===== config.mk =====
export PLATFORM = sky130hd
export DESIGN_NAME = ps2_scancode_rx_flat
export DESIGN_NICKNAME = d
export VERILOG_FILES = /design/src/rtl/ps2_scancode_rx_if.sv /design/src/rtl/ps2_scancode_rx.sv /design/src/flat_wrapper.sv
export SDC_FILE = /design/constraint.sdc
export NUM_CORES = 1
export LEC_CHECK = 0
export CAP_MARGIN = 10
export CORE_UTILIZATION = 50
export DETAILED_ROUTE_END_ITERATION = 16
export GPL_ROUTABILITY_DRIVEN = 1
export PLACE_DENSITY = 0.78
export SLEW_MARGIN = 30
export SYNTH_ARGS = -nofsm -noshare
export SYNTH_HDL_FRONTEND = slang
export SYNTH_SLANG_ARGS = --single-unit

===== constraint.sdc =====
create_clock -name clk -period 2.3 [get_ports clk]
set_clock_uncertainty 0.1 [all_clocks]
set_input_delay 0.46 -clock clk [delete_from_list [all_inputs] [get_ports clk]]
set_output_delay 0.46 -clock clk [all_outputs]
set_load 0.1 [all_outputs]

===== src/rtl/ps2_scancode_rx_if.sv =====
// Key-event and raw-byte bundle produced by the PS/2 scancode receiver.
// The receiver drives it as master; the keyboard mapper or diagnostics read it as slave.
interface ps2_scancode_rx_if;
  logic [10:0] ps2_key;
  logic [7:0]  byte_data;
  logic        byte_valid;
  logic        frame_err;

  modport master (output ps2_key, output byte_data, output byte_valid, output frame_err);
  modport slave  (input  ps2_key, input  byte_data, input  byte_valid, input  frame_err);
endinterface


===== src/rtl/ps2_scancode_rx.sv =====
// PS/2 keyboard receiver: synchronise, glitch-filter, deframe 11-bit frames and
// decode E0/F0/E1 prefixes into toggle-strobed {toggle, pressed, ext, code} key events.
module ps2_scancode_rx #(
  parameter int FILTER_LEN  = 8,
  parameter int TIMEOUT_CYC = 64000
) (
  input  logic               clk,
  input  logic               reset,
  input  logic               ps2_clk,
  input  logic               ps2_data,
  ps2_scancode_rx_if.master  bus
);
  localparam int WD_W  = $clog2(TIMEOUT_CYC + 1);
  localparam int FLT_W = 5;

  typedef enum logic [1:0] {IDLE, DATA, PARITY, STOP} state_t;

  logic [1:0]       clk_sync_reg, data_sync_reg;
  logic             clk_s, data_s;
  logic [FLT_W-1:0] flt_cnt_reg, flt_cnt_next;
  logic             fclk_reg, fclk_next;
  logic             fall;

  state_t           state_reg, state_next;
  logic [7:0]       shift_reg, shift_next;
  logic [2:0]       bit_cnt_reg, bit_cnt_next;
  logic             parity_reg, parity_next;
  logic [WD_W-1:0]  wd_reg, wd_next;
  logic             frame_done, frame_good, timeout;

  logic [10:0]      key_reg, key_next;
  logic [7:0]       byte_reg, byte_next;
  logic             valid_reg, valid_next;
  logic             err_reg, err_next;
  logic             ext_reg, ext_next;
  logic             brk_reg, brk_next;
  logic [2:0]       skip_reg, skip_next;
  logic             is_resp;

  assign clk_s  = clk_sync_reg[1];
  assign data_s = data_sync_reg[1];

  // Filter: a level change is accepted only after FILTER_LEN consecutive disagreeing samples.
  always_comb begin
    fclk_next    = fclk_reg;
    flt_cnt_next = '0;
    if (clk_s != fclk_reg) begin
      if (flt_cnt_reg == FLT_W'(FILTER_LEN - 1))
        fclk_next = clk_s;
      else
        flt_cnt_next = flt_cnt_reg + FLT_W'(1);
    end
  end

  assign fall = fclk_reg & ~fclk_next;

  always_comb begin
    state_next   = state_reg;
    shift_next   = shift_reg;
    bit_cnt_next = bit_cnt_reg;
    parity_next  = parity_reg;
    wd_next      = wd_reg;
    frame_done   = 1'b0;
    frame_good   = 1'b0;
    timeout      = 1'b0;

    // The edge wins over a coincident timeout because fall is tested first.
    if (state_reg == IDLE || fall)
      wd_next = '0;
    else if (wd_reg == WD_W'(TIMEOUT_CYC))
      timeout = 1'b1;
    else
      wd_next = wd_reg + WD_W'(1);

    case (state_reg)
      IDLE: begin
        if (fall && !data_s) begin
          shift_next   = '0;
          bit_cnt_next = '0;
          state_next   = DATA;
        end
      end
      DATA: begin
        if (fall) begin
          shift_next   = {data_s, shift_reg[7:1]};
          bit_cnt_next = bit_cnt_reg + 3'd1;
          if (bit_cnt_reg == 3'd7)
            state_next = PARITY;
        end
      end
      PARITY: begin
        if (fall) begin
          parity_next = data_s;
          state_next  = STOP;
        end
      end
      STOP: begin
        if (fall) begin
          frame_done = 1'b1;
          frame_good = (^{shift_reg, parity_reg}) & data_s;
          state_next = IDLE;
        end
      end
      default: state_next = IDLE;
    endcase

    if (timeout)
      state_next = IDLE;
  end

  always_comb begin
    is_resp = 1'b0;
    case (shift_reg)
      8'h00, 8'hAA, 8'hEE, 8'hFA, 8'hFC, 8'hFE, 8'hFF: is_resp = 1'b1;
      default: is_resp = 1'b0;
    endcase
  end

  always_comb begin
    key_next   = key_reg;
    byte_next  = byte_reg;
    valid_next = 1'b0;
    err_next   = 1'b0;
    ext_next   = ext_reg;
    brk_next   = brk_reg;
    skip_next  = skip_reg;

    if (timeout || (frame_done && !frame_good)) begin
      err_next  = 1'b1;
      ext_next  = 1'b0;
      brk_next  = 1'b0;
      skip_next = '0;
    end else if (frame_done) begin
      valid_next = 1'b1;
      byte_next  = shift_reg;
      // Pause (E1) is followed by seven bytes that must never reach the mapper.
      if (skip_reg != 3'd0)
        skip_next = skip_reg - 3'd1;
      else if (shift_reg == 8'hE1)
        skip_next = 3'd7;
      else if (shift_reg == 8'hE0)
        ext_next = 1'b1;
      else if (shift_reg == 8'hF0)
        brk_next = 1'b1;
      else if (!is_resp) begin
        key_next = {~key_reg[10], ~brk_reg, ext_reg, shift_reg};
        ext_next = 1'b0;
        brk_next = 1'b0;
      end
    end
  end

  always_ff @(posedge clk or negedge reset) begin
    if (!reset) begin
      clk_sync_reg  <= 2'b11;
      data_sync_reg <= 2'b11;
      flt_cnt_reg   <= '0;
      fclk_reg      <= 1'b1;
      state_reg     <= IDLE;
      shift_reg     <= '0;
      bit_cnt_reg   <= '0;
      parity_reg    <= 1'b0;
      wd_reg        <= '0;
      key_reg       <= '0;
      byte_reg      <= '0;
      valid_reg     <= 1'b0;
      err_reg       <= 1'b0;
      ext_reg       <= 1'b0;
      brk_reg       <= 1'b0;
      skip_reg      <= '0;
    end else begin
      clk_sync_reg  <= {clk_sync_reg[0], ps2_clk};
      data_sync_reg <= {data_sync_reg[0], ps2_data};
      flt_cnt_reg   <= flt_cnt_next;
      fclk_reg      <= fclk_next;
      state_reg     <= state_next;
      shift_reg     <= shift_next;
      bit_cnt_reg   <= bit_cnt_next;
      parity_reg    <= parity_next;
      wd_reg        <= wd_next;
      key_reg       <= key_next;
      byte_reg      <= byte_next;
      valid_reg     <= valid_next;
      err_reg       <= err_next;
      ext_reg       <= ext_next;
      brk_reg       <= brk_next;
      skip_reg      <= skip_next;
    end
  end

  assign bus.ps2_key    = key_reg;
  assign bus.byte_data  = byte_reg;
  assign bus.byte_valid = valid_reg;
  assign bus.frame_err  = err_reg;
endmodule

===== src/flat_wrapper.sv =====
// flat-port wrapper written by rule: the top's interface ports become plain ports
module ps2_scancode_rx_flat 
#(
  parameter int FILTER_LEN  = 8,
  parameter int TIMEOUT_CYC = 64000
)
  (clk, reset, ps2_clk, ps2_data, bus_ps2_key, bus_byte_data, bus_byte_valid, bus_frame_err);
  ps2_scancode_rx_if bus_i ();
  input  logic clk;
  input  logic reset;
  input  logic ps2_clk;
  input  logic ps2_data;
  output wire logic [$bits(bus_i.ps2_key)-1:0] bus_ps2_key;
  output wire logic [$bits(bus_i.byte_data)-1:0] bus_byte_data;
  output wire logic [$bits(bus_i.byte_valid)-1:0] bus_byte_valid;
  output wire logic [$bits(bus_i.frame_err)-1:0] bus_frame_err;
  assign bus_ps2_key = bus_i.ps2_key;
  assign bus_byte_data = bus_i.byte_data;
  assign bus_byte_valid = bus_i.byte_valid;
  assign bus_frame_err = bus_i.frame_err;
  ps2_scancode_rx #(.FILTER_LEN(FILTER_LEN), .TIMEOUT_CYC(TIMEOUT_CYC)) u_core (.clk(clk), .reset(reset), .ps2_clk(ps2_clk), .ps2_data(ps2_data), .bus(bus_i));
endmodule

Word level (Yosys, flattened, before mapping):

Cells that the tools add are included.

* register bits after elaboration: 66
* bits of input ports: 4
* output and inout bits: 21
* logic and storage cells: 129

* add/subtract/negate cells: 4
* eq/ne operators: 30
* multiplexer cells: 46
* bitwise logic cells: 11
* reductions and logical operators: 22

Operators by type and width (number)
* $eq A8 B8 Y1 const B: 9
* $mux W16: 2
* $mux W1: 25
* $mux W3: 6
* $add A16 B1 Y16 const B: 1
* $eq A16 B16 Y1 const B: 1
* $mux W8: 2
* $pmux W8 S2: 1
* $ne A3 B1 Y1 const B: 5
* $reduce_and A5 Y1: 3
* $mux W2: 6
* $mux W5: 2
* $ne A2 B1 Y1 const B: 5
* $not A1 Y1: 9
* $reduce_xor A9 Y1: 1
* $logic_not A8 Y1: 1
* $pmux W2 S4: 1
* $reduce_and A7 Y1: 1
* $reduce_or A7 Y1: 1
* $ne A3 B3 Y1 const B: 2
* $pmux W3 S2: 1
* $reduce_and A2 Y1: 3
* $reduce_bool A3 Y1: 2
* $add A5 B1 Y5 const B: 1
* 16 further kinds: 22

Logic depth before layout (Yosys ltp):

* depth in word-level cells: 12
* mapped depth: 9
* depth with buffers taken out: 8

Worst setup path before layout:

OpenSTA, ideal clock, no wires.

* path kind: register to register
* from: reg u_core.shift_reg[6]
* to: reg u_core.key_reg[1], in the netlist u_core.bus.ps2_key[1]
* arrival time: 2.175 ns
* slack: -0.100 ns
* stages on the path, launching flop included: 9
* period minus slack after synthesis: 2.400 ns
* cell sequence: dfrtp_1 buf_6 xor2_1 xnor3_1 xnor2_1 or3b_4 nand2b_4 buf_6 mux2_4

* longest elaborated chain between the ends: 9
* elaborated cells between the ends (all ways): 25
* classes of those cells: eq/ne: 9; mux: 3; bitwise: 6; reduce/logical: 7

Ends and longest elaborated chain
* start: declaration: RTL line ps2_scancode_rx.sv:25 `logic [7:0] shift_reg, shift_next;`
* start signal: assignment: RTL line ps2_scancode_rx.sv:177 `shift_reg <= shift_next;`
* $reduce_xor A9 Y1: RTL line ps2_scancode_rx.sv:100 `frame_good = (^{shift_reg, parity_reg}) & data_s;`
* $and A1 B1 Y1: RTL line ps2_scancode_rx.sv:100
* $mux W1: RTL line ps2_scancode_rx.sv:98 `if (fall) begin`
* $mux W1: RTL line ps2_scancode_rx.sv:75 `case (state_reg)`
* $logic_not A1 Y1: RTL line ps2_scancode_rx.sv:128 `if (timeout || (frame_done && !frame_good)) begin`
* $logic_and A1 B1 Y1: RTL line ps2_scancode_rx.sv:128
* $logic_or A1 B1 Y1: RTL line ps2_scancode_rx.sv:128
* $not A1 Y1 (no source line)
* $reduce_and A7 Y1 (no source line) (*)
* end signal: assignment: RTL line ps2_scancode_rx.sv:181 `key_reg <= key_next;`
* end: declaration: RTL line ps2_scancode_rx.sv:31 `logic [10:0] key_reg, key_next;`

Mark *: on every way between the ends. The rest lies on a longest branch, timed or not.
A chain may end at the register's enable or synchronous reset.

Final worst setup path:

* from: reg u_core.shift_reg[6]
* to: reg u_core.key_reg[8], in the netlist u_core.bus.ps2_key[8]

The elaborated chain is that of the path after synthesis.

==> results_dict.tcl <==
set metrics [dict create \
    ctsRootBufferMaster "clkbuf_8" \
    final_critical_path_setup_slack_ns -0.00646 \
    via_count 2272 \
    synth_fa_ha_area_share_pct 4.63 \
    placementRows 28 \
    critical_path.startpoint_type "flop" \
    num-nets-final 360 \
    post-route-cell-area_um2 3870 \
    main_flop_type_after_synthesis "dfrtp_1" \
    setup.worst_path.class "reg2reg" \
    power_per_cell_area_nw_per_um2 785 \
    postSynthRegisterBits 66 \
    synth.top_cell.area_share_pct 47.1 \
    level_count_of_the_clock_h_tree 3 \
    period_minus_slack_ns 2.31 \
    warnings_from_yosys 0 \
    fillers 489 \
    post_synth_main_area_contributors "dfrtp_1, ha_1, mux2_4, dfstp_2, xor2_1" \
    route.detailed.wl_per_inst_um 14.2 \
    worstHoldPathType "in2async" \
    worstSkewPairLatency_ns 0.35 \
    gpl.final_weighted_congestion 0.799 \
    residual_drc_count 0 \
    vdd_drop_max_mv 0.404 \
    clock_tree.buffer_depth 2 \
    die_area_um2 6800 \
    main_combinational_cell_family_by_area_after_synthesis "simple AND/OR/NAND/NOR gates" \
    timing.critical_path.arrival_ns 2.44 \
    grtUsageTotal_pct 20.2 \
    worstSetupEndpointType "flop" \
    maximum_number_of_pins_on_one_net_before_global_route_repair 67 \
    grt_pass1_wl_mm 10.1 \
    number_of_antenna_violations_at_the_first_check_in_global_routing 0 \
    synthSimpleGateAreaFrac_pct 16.5 \
    largest_reg_flops 16 \
    initial_util_pct 53.1 \
    tightest_slew_ns 0.382 \
    layout.cells.most_common "dfrtp_1" \
    path_clk_slew_ns 0.07 \
    placement.io_buffers 24 \
    dpl_cell_area_um2 3620 \
    vias_in_the_first_global_route 2211 \
    number_of_enable_type_register_cells_in_the_synthesized_netlist 0 \
    final_cell_mix "dfrtp_1, buf_4, nor2_1" \
    leakagePower_nw 1.87 \
    critical_path.max_fanout 6 \
    synthesis.nets 316 \
    synthesis.area_um2 3240 \
    synth_xor_xnor_area_share_pct 7.18 \
    grt_remaining_overflow 0 \
    final_core_util_pct 63.4 \
    hold_viol 0 \
    horizontal_die_dimension_um 82.5 \
    violations_in_the_final_reports "negative setup slack" \
    rsz_0062_raised_after_global_routing "yes" \
    cts_num_sinks 66 \
    synth_compound_gate_area_share_pct 8.88 \
    finalMaxSlewViolations 0 \
    chipHeight_um 82.5 \
    top_level_port_count 25 \
    n_antenna_cell 0 \
    route.antenna.remaining_nets 0 \
    fmax_mhz 434 \
    number_of_violations_of_the_max_capacitance_limit 0 \
    setup_viol 6 \
    wirelength_mm 6.03 \
    core_region_area_um2 6100 \
    yosys-mux-area-fraction_pct 7.96 \
    synthDominantAreaCellType "dfrtp_1" \
    run_status "complete, but fails checks" \
    first_pass_iters 4 \
    dr.first_iter.drc_count 162 \
    relSlewSlack_pct 74.4 \
    synth-seq-area-share_pct 51.2 \
    hold-worst-slack_ns 0.0113 \
    ratio_of_cells_with_drive_above_1_in_the_final_layout_pct 27.8 \
    timing.critical_path.required_ns 2.43 \
    dp_hpwl_mm 4.04 \
    synthesis.area_per_instance_um2 10.8 \
    ys_async_sr_fraction_pct 100 \
    postSynthCellCount 300 \
    synthDistinctLibCells 45 \
    min_period_over_period_pct 100 \
    cts_made_buffers 9 \
    avgViaCountPerCell 5.36 \
    preCtsSetupSlack_ns -0.0148 \
    tritoncts_clock_tree "yes" \
    syn2layout_area_growth_pct 19.4 \
]
==> power breakdown <==
group / total [mW] / switching [mW] / internal [mW] / leakage, nW
Sequential: 1.34 / 0.0857 / 1.26 / 0.895
Combinational: 0.763 / 0.414 / 0.349 / 0.877
Clock: 0.930 / 0.437 / 0.493 / 0.0958
==> critical path: stages, from the launching register on <==
cell and delay [ns]:
dfrtp_1 0.41, xor2_2 0.19, xnor3_1 0.43, xnor2_1 0.15
or3b_4 0.39, nand2b_4 0.21, mux2_4 0.31
==> final timing paths <==
kind / startpoint / endpoint / slack (ns) / cells past startpoint
worst max-delay path: u_core.shift_reg[6] / u_core.bus.ps2_key[8] / -0.006 / 6
worst min-delay path: reset / u_core.state_reg[1] / 0.01 / 2
worst max register to register: u_core.shift_reg[6] / u_core.bus.ps2_key[8] / -0.006 / 6
worst min register to register: u_core.clk_sync_reg[0] / u_core.clk_sync_reg[1] / 0.26 / 0
max in group asynchronous: reset / u_core.bit_cnt_reg[1] / 1.79 / 2
min in group clk: u_core.clk_sync_reg[0] / u_core.clk_sync_reg[1] / 0.26 / 0
==> final cells by class <==
type / instances / area [µm²] / area share (%)
clock buffers: 10 / 128 / 3.30
clock inverters: 6 / 57.6 / 1.49
inverters: 11 / 41.3 / 1.07
multi-input cells: 210 / 1530 / 39.5
flip-flops and latches: 66 / 1660 / 42.9
well taps: 75 / 93.8 / 2.43
repair buffers: 46 / 360 / 9.32
==> what timing repair did <==
item / 4_1_cts / 5_1_grt
setup buffers: 1 / 1
cloned: 1 / 0
pin swaps: 0 / 5
setup endpoints to repair: 10 / 21
hold buffers: 0 / 0
gates resized for setup: 1 / 12
==> cell families after synthesis <==
logic type,count (synthesis)
flops,66
xor+xnor,25
mux,20
fa+ha+maj,12
buf+inv,25
compound gates,46
simple gates,106
==> metrics by stage <==
step	total power [mW]	setup TNS [ns]	std cells
2_1_floorplan	1.85	-0.442	300
3_3_place_gp	2.05	0	405
3_5_place_dp	2.09	-0.103	405
4_1_cts	3.02	-0.0100	423
5_1_grt	3.21	-0.682	424
6_report	3.03	-0.0210	424
==> cell usage after synthesis (3+ instances only) <==
master / instances
dfrtp_1: 61
nor2_1: 30
nand2_1: 28
o21ai_0: 22
xor2_1: 14
nand3_1: 13
ha_1: 12
inv_1: 11
mux2_2: 10
xnor2_1: 10
a21oi_1: 9
mux2_4: 9
buf_2: 7
and3_1: 5
clkbuf_1: 5
dfstp_2: 5
nand4_1: 5
o2bb2ai_1: 4
nand2b_1: 3
nor2b_1: 3
nor3_1: 3
or3_1: 3
==> metal layers <==
layer | track usage, % | part of all wire, % | wire (µm) | vias up
met5 | 0 | 0 | 0 | -
met4 | 11.0 | 2.5 | 149 | 0
met3 | 4.62 | 3.4 | 202 | 16
met2 | 30.9 | 47 | 2840 | 45
met1 | 26.6 | 47 | 2840 | 1096
li1 | - | - | - | 1115
Note: power is estimated with default switching activity, not from simulation.
